### src/rtl/tmds_encoder_8b10b.sv
// ============================================================================
//  Module      : tmds_encoder_8b10b
//  Description : Per-channel DVI 1.0 TMDS 8b/10b encoder. Two-stage pipeline:
//                stage 1 registers the inputs and the input popcount, stage 2
//                builds the transition-minimised word q_m, applies DC
//                balancing against the running disparity and registers the
//                10-bit symbol. dout[0] is serialized first.
//  Revision    : 1.0 - initial release
// ============================================================================
`default_nettype none

module tmds_encoder_8b10b #(
  parameter int CNT_W = 5  // signed running-disparity width, must be >= 5
) (
  input  logic       clk,
  input  logic       reset,
  input  logic [7:0] din,
  input  logic       c0,
  input  logic       c1,
  input  logic       de,
  output logic [9:0] dout
);

  // Control-period symbols, indexed by {c1, c0}
  localparam logic [9:0] c_CTRL_00 = 10'b1101010100;
  localparam logic [9:0] c_CTRL_01 = 10'b0010101011;
  localparam logic [9:0] c_CTRL_10 = 10'b0101010100;
  localparam logic [9:0] c_CTRL_11 = 10'b1010101011;

  // Number of ones in a byte (0..8)
  function automatic logic [3:0] popcount8(input logic [7:0] v);
    logic [3:0] n;
    n = 4'd0;
    for (int k = 0; k < 8; k++) begin
      n = n + {3'b000, v[k]};
    end
    return n;
  endfunction

  // --------------------------------------------------------------------------
  // Stage 1 registers
  // --------------------------------------------------------------------------
  logic [7:0] din_q;
  logic       c0_q;
  logic       c1_q;
  logic       de_q;
  logic [3:0] n1d_q;
  // valid_q marks a stage-1 slot that was loaded after reset; an empty slot
  // emits 10'h000 so no stale or synthetic symbol follows a reset.
  logic       valid_q;

  // Stage 1: capture pixel/control inputs and the input popcount
  always_ff @(posedge clk) begin
    if (reset) begin
      din_q   <= 8'h00;
      c0_q    <= 1'b0;
      c1_q    <= 1'b0;
      de_q    <= 1'b0;
      n1d_q   <= 4'd0;
      valid_q <= 1'b0;
    end else begin
      din_q   <= din;
      c0_q    <= c0;
      c1_q    <= c1;
      de_q    <= de;
      n1d_q   <= popcount8(din);
      valid_q <= 1'b1;
    end
  end

  // --------------------------------------------------------------------------
  // Stage 2: transition minimisation
  // --------------------------------------------------------------------------
  logic       w_decision1;
  logic [8:0] w_qm;

  // Build q_m as an XOR or XNOR chain depending on the input ones count
  always_comb begin
    w_decision1 = (n1d_q > 4'd4) || ((n1d_q == 4'd4) && (din_q[0] == 1'b0));
    w_qm        = 9'h000;
    w_qm[0]     = din_q[0];
    for (int i = 1; i < 8; i++) begin
      w_qm[i] = w_decision1 ? ~(w_qm[i-1] ^ din_q[i]) : (w_qm[i-1] ^ din_q[i]);
    end
    w_qm[8] = ~w_decision1;
  end

  // --------------------------------------------------------------------------
  // Stage 2: DC balancing
  // --------------------------------------------------------------------------
  logic [3:0]              w_n1q;
  logic [3:0]              w_n0q;
  logic signed [CNT_W-1:0] w_n1q_s;
  logic signed [CNT_W-1:0] w_n0q_s;
  logic signed [CNT_W-1:0] w_diff_s;      // n1q - n0q
  logic signed [CNT_W-1:0] w_two_qm8;     // 2 * q_m[8]
  logic signed [CNT_W-1:0] w_two_nqm8;    // 2 * ~q_m[8]
  logic                    w_cnt_zero;
  logic                    w_cnt_neg;
  logic                    w_cnt_pos;

  logic signed [CNT_W-1:0] cnt_q;
  logic signed [CNT_W-1:0] cnt_d;
  logic [9:0]              dout_q;
  logic [9:0]              dout_d;

  assign w_n1q      = popcount8(w_qm[7:0]);
  assign w_n0q      = 4'd8 - w_n1q;
  assign w_n1q_s    = {{(CNT_W-4){1'b0}}, w_n1q};
  assign w_n0q_s    = {{(CNT_W-4){1'b0}}, w_n0q};
  assign w_diff_s   = w_n1q_s - w_n0q_s;
  assign w_two_qm8  = {{(CNT_W-2){1'b0}}, w_qm[8], 1'b0};
  assign w_two_nqm8 = {{(CNT_W-2){1'b0}}, ~w_qm[8], 1'b0};
  assign w_cnt_zero = (cnt_q == '0);
  assign w_cnt_neg  = cnt_q[CNT_W-1];
  assign w_cnt_pos  = ~w_cnt_neg & ~w_cnt_zero;

  // Select the output symbol and the updated running disparity
  always_comb begin
    dout_d = dout_q;
    cnt_d  = cnt_q;
    if (!valid_q) begin
      dout_d = 10'h000;
      cnt_d  = '0;
    end else if (!de_q) begin
      // Blanking resets disparity so every video run starts balanced
      cnt_d = '0;
      unique case ({c1_q, c0_q})
        2'b00:   dout_d = c_CTRL_00;
        2'b01:   dout_d = c_CTRL_01;
        2'b10:   dout_d = c_CTRL_10;
        default: dout_d = c_CTRL_11;
      endcase
    end else if (w_cnt_zero || (w_n1q == w_n0q)) begin
      dout_d = {~w_qm[8], w_qm[8], w_qm[8] ? w_qm[7:0] : ~w_qm[7:0]};
      cnt_d  = w_qm[8] ? (cnt_q + w_diff_s) : (cnt_q - w_diff_s);
    end else if ((w_cnt_pos && (w_n1q > w_n0q)) || (w_cnt_neg && (w_n0q > w_n1q))) begin
      // Disparity and word bias point the same way: invert the data bits
      dout_d = {1'b1, w_qm[8], ~w_qm[7:0]};
      cnt_d  = cnt_q + w_two_qm8 - w_diff_s;
    end else begin
      dout_d = {1'b0, w_qm[8], w_qm[7:0]};
      cnt_d  = cnt_q + w_diff_s - w_two_nqm8;
    end
  end

  // Stage 2 registers: output symbol and running disparity
  always_ff @(posedge clk) begin
    if (reset) begin
      dout_q <= 10'h000;
      cnt_q  <= '0;
    end else begin
      dout_q <= dout_d;
      cnt_q  <= cnt_d;
    end
  end

  assign dout = dout_q;

endmodule

`default_nettype wire

### config.mk
export PLATFORM = sky130hd
export DESIGN_NAME = tmds_encoder_8b10b
export DESIGN_NICKNAME = d
export VERILOG_FILES = /design/src/rtl/tmds_encoder_8b10b.sv
export SDC_FILE = /design/constraint.sdc
export NUM_CORES = 1
export LEC_CHECK = 0
export CORE_UTILIZATION = 56
export DETAILED_ROUTE_END_ITERATION = 12
export PLACE_DENSITY = 0.88
export SLEW_MARGIN = 25
export SYNTH_ARGS = -nofsm -noshare
export SYNTH_HDL_FRONTEND = slang
export SYNTH_SLANG_ARGS = --single-unit
### constraint.sdc
create_clock -name clk -period 6.6 [get_ports clk]
set_input_delay 1.32 -clock clk [delete_from_list [all_inputs] [get_ports clk]]
set_output_delay 1.32 -clock clk [all_outputs]
set_load 0.05 [all_outputs]
Yosys cells after proc, flatten, opt, wreduce, memory -nomap -nowiden:

Cells that the tools add are included.

* register bits after elaboration: 31
* input bits: 13
* output and inout bits: 10
* logic and storage cells: 84

* add/subtract/negate cells: 21
* $lt $le $gt $ge: 3
* eq/ne operators: 4
* multiplexer cells: 16
* bitwise gates (word level): 22
* reductions and logical operators: 10

Operators by type and width (count)
* adder 4 x 1 -> 4 bit: 8
* 2-to-1 mux 10 bit: 3
* case mux 10 bit (3 select lines): 1
* 2-to-1 mux 5 bit: 3
* NOT 1 bit: 13
* subtractor 5 bit: 2
* adder 3 x 1 -> 4 bit: 2
* > comparator 4 bit: 2
* 2-to-1 mux 1 bit: 8
* 2-to-1 mux 8 bit: 1
* NOT 8 bit: 1
* bitwise XOR 1 bit: 7
* adder 2 x 1 -> 3 bit: 2
* adder 5 x 3 -> 5 bit: 1
* adder 5 bit: 1
* logical NOT 5 bit: 1
* subtractor 4 x 4 -> 5 bit: 1
* subtractor 5 x 3 -> 5 bit: 1
* adder 1 x 1 -> 2 bit: 2
* equality test 4 x 3 -> 1 bit (second input constant): 1
* equality test 4 bit: 1
* > comparator 4 x 3 -> 1 bit (second input constant): 1
* subtractor 4 bit (first input constant): 1
* logical AND 1 bit: 3
* 7 further kinds: 9

Longest topological paths before layout:

* depth after elaboration: 30
* mapped depth: 17

Worst setup path after synthesis:

Ideal clock, no wire load.

* path type: flip-flop to flip-flop
* start: register din_q[0]
* end: register cnt_q[4]
* setup time: 0.070 ns
* arrival time: 5.286 ns
* data required time: 6.530 ns
* slack: 1.244 ns
* cell stages (with the launch flop): 18
* buffers on the path: 0
* clock period less this slack: 5.356 ns
* cell sequence: dfxtp_1 > xor3_2 > xnor2_4 > xnor2_2 > inv_1 > fa_1 > fa_1 > fa_1 > ha_1 > fa_1 > ha_1 > inv_1 > ha_1 > a21oi_1 > nor2_1 > or3_1 > a311o_1 > a21oi_1

* cells in the longest elaborated chain, start to end: 29

Ends and longest elaborated chain
* start, declared: line 43 `logic [7:0] din_q;`
* start signal, assigned: line 62 `din_q <= din;`
* parallel branches: the longest is 28 deep, another holds adder 3 x 1 -> 4 bit
* 2-to-1 mux 5 bit (*): line 134 `end else if (w_cnt_zero || (w_n1q == w_n0q)) begin`
* end signal, assigned: line 154 `cnt_q <= cnt_d;`
* end, declared: line 102 `logic signed [CNT_W-1:0] cnt_q;`

Mark *: on every way between the ends.
A chain may end at the register's enable or synchronous reset.

Worst setup path after layout:

Ends and elaborated chain as after synthesis.

==> impl_metrics.tcl <==
set metrics [dict create \
    finalCritPeriodShare_pct 86.5 \
    dp_slack_ns 0.918 \
    rows 21 \
    rsz0062_at_grt "no" \
    cp_cell_sequence "or3b_1, a21oi_4, inv_2, xnor2_1, fa_1, fa_1, fa_1, ha_1, fa_1, ha_1, inv_1, ha_1, a21oi_1, nor2_1, or3_1, a311o_1, a21oi_1" \
    dpl.hpwl_mm 3.00 \
    syn_nets 254 \
    drv_slew 0 \
    io_pins 23 \
    path_class "reg2reg" \
    clockBufferDepth 2 \
    yosys-top-cells-area "dfxtp_1 30%, ha_1 13%, fa_1 12%" \
    end_kind "flop" \
    crit_slowest_cell "fa_1" \
    worstPathArrival_ns 5.96 \
    cts_made_buffers 5 \
    groute.usage.overall_pct 21.5 \
    cpMostUsedCell "fa_1" \
    clock.fmax_mhz 175 \
    syn_area_per_cell_um2 9.89 \
    dieArea_um2 3920 \
    slew_headroom_pct 60.9 \
    area_delta_synth_final_pct 16.6 \
    cts_tree "yes" \
    multi_input_area_um2 1320 \
    status "complete, no violations" \
    clk_latency_ns 0.32 \
    synth_cell_types 37 \
    clk_pin_slew_ns 0.10 \
    synth_largest_area_cell "dfxtp_1" \
    antenna_found_initial 0 \
    finalWirelength_mm 3.74 \
    fin_ws_ns 0.890 \
    required_ns 6.85 \
    crit_path_max_fanout 9 \
    drc 0 \
    grt_max_degree 17 \
    h-tree-depth 2 \
    ant_nets 0 \
    grt_pass1_wl_mm 6.48 \
    clock_sinks 31 \
    cp_top_family "adder cells" \
    hold_class "reg2reg" \
    rr_startpoint "din_q[0]$_SDFF_PP0_" \
    setup.worst_path.start "din_q[0]$_SDFF_PP0_" \
    fin_crit_ns 5.71 \
    drive_gt1_share_pct 7.23 \
    nNetsFinal 281 \
    cts_root_buf "clkbuf_4" \
    drt_first_pass_iters 4 \
    post_cts_buffers 0 \
    synth-seq-cells 31 \
    wl_per_cell_um 13.3 \
    antennaDiodeCount 0 \
    start_util_pct 60.2 \
    synth.top_cell.area_share_pct 30.2 \
    io_buffers 22 \
    coreArea_um2 3420 \
    drt_iter0_markers 59 \
    synthesis.area_um2 2060 \
    die_w_um 62.6 \
    hold_viol 0 \
    fillerInstances 237 \
    skew_ns 0.0178 \
    cts_resized 0 \
    finalSetupTns_ns 0 \
    cp_num_buf_inv 2 \
    worstSetupStartpointType "flop" \
    hold_start "cnt_q[0]$_SDFF_PP0_" \
    cts_hold_buf 0 \
    syn-instance-count 208 \
    tightest_slew_ns 0.584 \
    vias_per_cell 5.06 \
    vias 1423 \
    maxCapViolCount 0 \
    synth-seq-area-share_pct 30.2 \
    grt_pass1_vias 1494 \
    grt.overflow.total 0 \
    synth_warnings 0 \
    die_h_um 62.6 \
    register_area_um2 621 \
    max_stage_delay_ns 0.51 \
    setup-violations-final 0 \
    gp_congestion 0.835 \
]
-- synthesized netlist by cell type, drive strengths merged --
master / instances
nor2b: 8
nor2: 19
or3b: 1
a21o: 3
nand3: 1
or4: 1
a311o: 1
a211oi: 1
a21oi: 7
fa: 12
or3: 1
xor2: 6
inv: 30
mux2i: 2
a22oi: 1
dfxtp: 31
o211a: 1
ha: 21
o311ai: 1
nor3b: 2
o21bai: 1
a31oi: 1
nand2: 6
xor3: 1
o22ai: 1
a32oi: 1
clkbuf: 2
or2: 1
o211ai: 3
xnor2: 26
o21ai: 15
-- state kept, by name, summed over array words and instances, names as in the netlist --
name     flops
c0_q         1
c1_q         1
cnt_q        5
de_q         1
din_q        8
dout        10
n1d_q        4
valid_q      1
-- worst register-to-register path, stage by stage, from the launching register on --
cell	delay, ns
dfxtp_1	0.45
or3b_1	0.43
a21oi_4	0.33
inv_2	0.19
xnor2_1	0.24
fa_1	0.48
fa_1	0.51
fa_1	0.50
ha_1	0.24
fa_1	0.50
ha_1	0.38
inv_1	0.11
ha_1	0.30
a21oi_1	0.17
nor2_1	0.06
or3_1	0.30
a311o_1	0.35
a21oi_1	0.12
-- routing by layer --
metal	GRT usage, %	vias up	share of wire [%]
li1	-	722	-
met1	25.4	658	45
met2	38.7	38	50
met3	4.74	5	3.4
met4	5.81	0	0.67
met5	0	-	0
-- cells in the final DEF, fill, tap and decap left out, types with 8 or more instances in the layout --
master / n
nor2b_1: 8
ha_1: 21
dfxtp_1: 31
clkdlybuf4s50_1: 22
xnor2_1: 22
inv_1: 29
o21ai_1: 10
nor2_1: 19
fa_1: 12
-- path summary, 6_finish.rpt --
check / end / slack [ns] / depth (start not counted)
setup / recovery: cnt_q[4]$_SDFF_PP0_ / 0.89 / 17
hold / removal: cnt_q[0]$_SDFF_PP0_ / 0.43 / 2
setup reg to reg: cnt_q[4]$_SDFF_PP0_ / 0.89 / 17
hold reg to reg: cnt_q[0]$_SDFF_PP0_ / 0.43 / 2
-- kinds of logic (layout without fill, tap and decap cells) --
group           after synthesis  in the layout  share of synthesized area (%)
xor+xnor                     33             33                           16.8
buf+inv                      32             59                           5.84
flops                        31             31                           30.2
simple gates                 40             40                           9.37
compound gates               37             37                           12.2
mux                           2              2                           1.16
fa+ha+maj                    33             33                           24.5
-- stage by stage --
| step | hold WS, ns | instance area [µm²] | instances | util [%] |
|---|---|---|---|---|
| 2_1_floorplan | 0.403 | 2060 | 208 | - |
| 4_1_cts | 0.430 | 2400 | 281 | 70.2 |
| 3_5_place_dp | 0.418 | 2330 | 274 | 68.1 |
| 5_1_grt | 0.475 | 2400 | 281 | 70.2 |
| 3_3_place_gp | 0.417 | 2330 | 274 | 68.1 |
| 6_report | 0.428 | 2400 | 281 | 70.2 |
-- area by class of cell --
type                            instances  share of cell area (%)
Multi-Input combinational cell        145                    54.9
Sequential cell                        31                    25.9
Timing Repair Buffer                   22                    9.18
Inverter                               30                    4.69
Tap cell                               46                    2.40
Clock buffer                            6                    1.72
Clock inverter                          1                    1.25
Power is not shown: default switching activity piles up to over one toggle a cycle in this logic, so the estimate is an artifact.
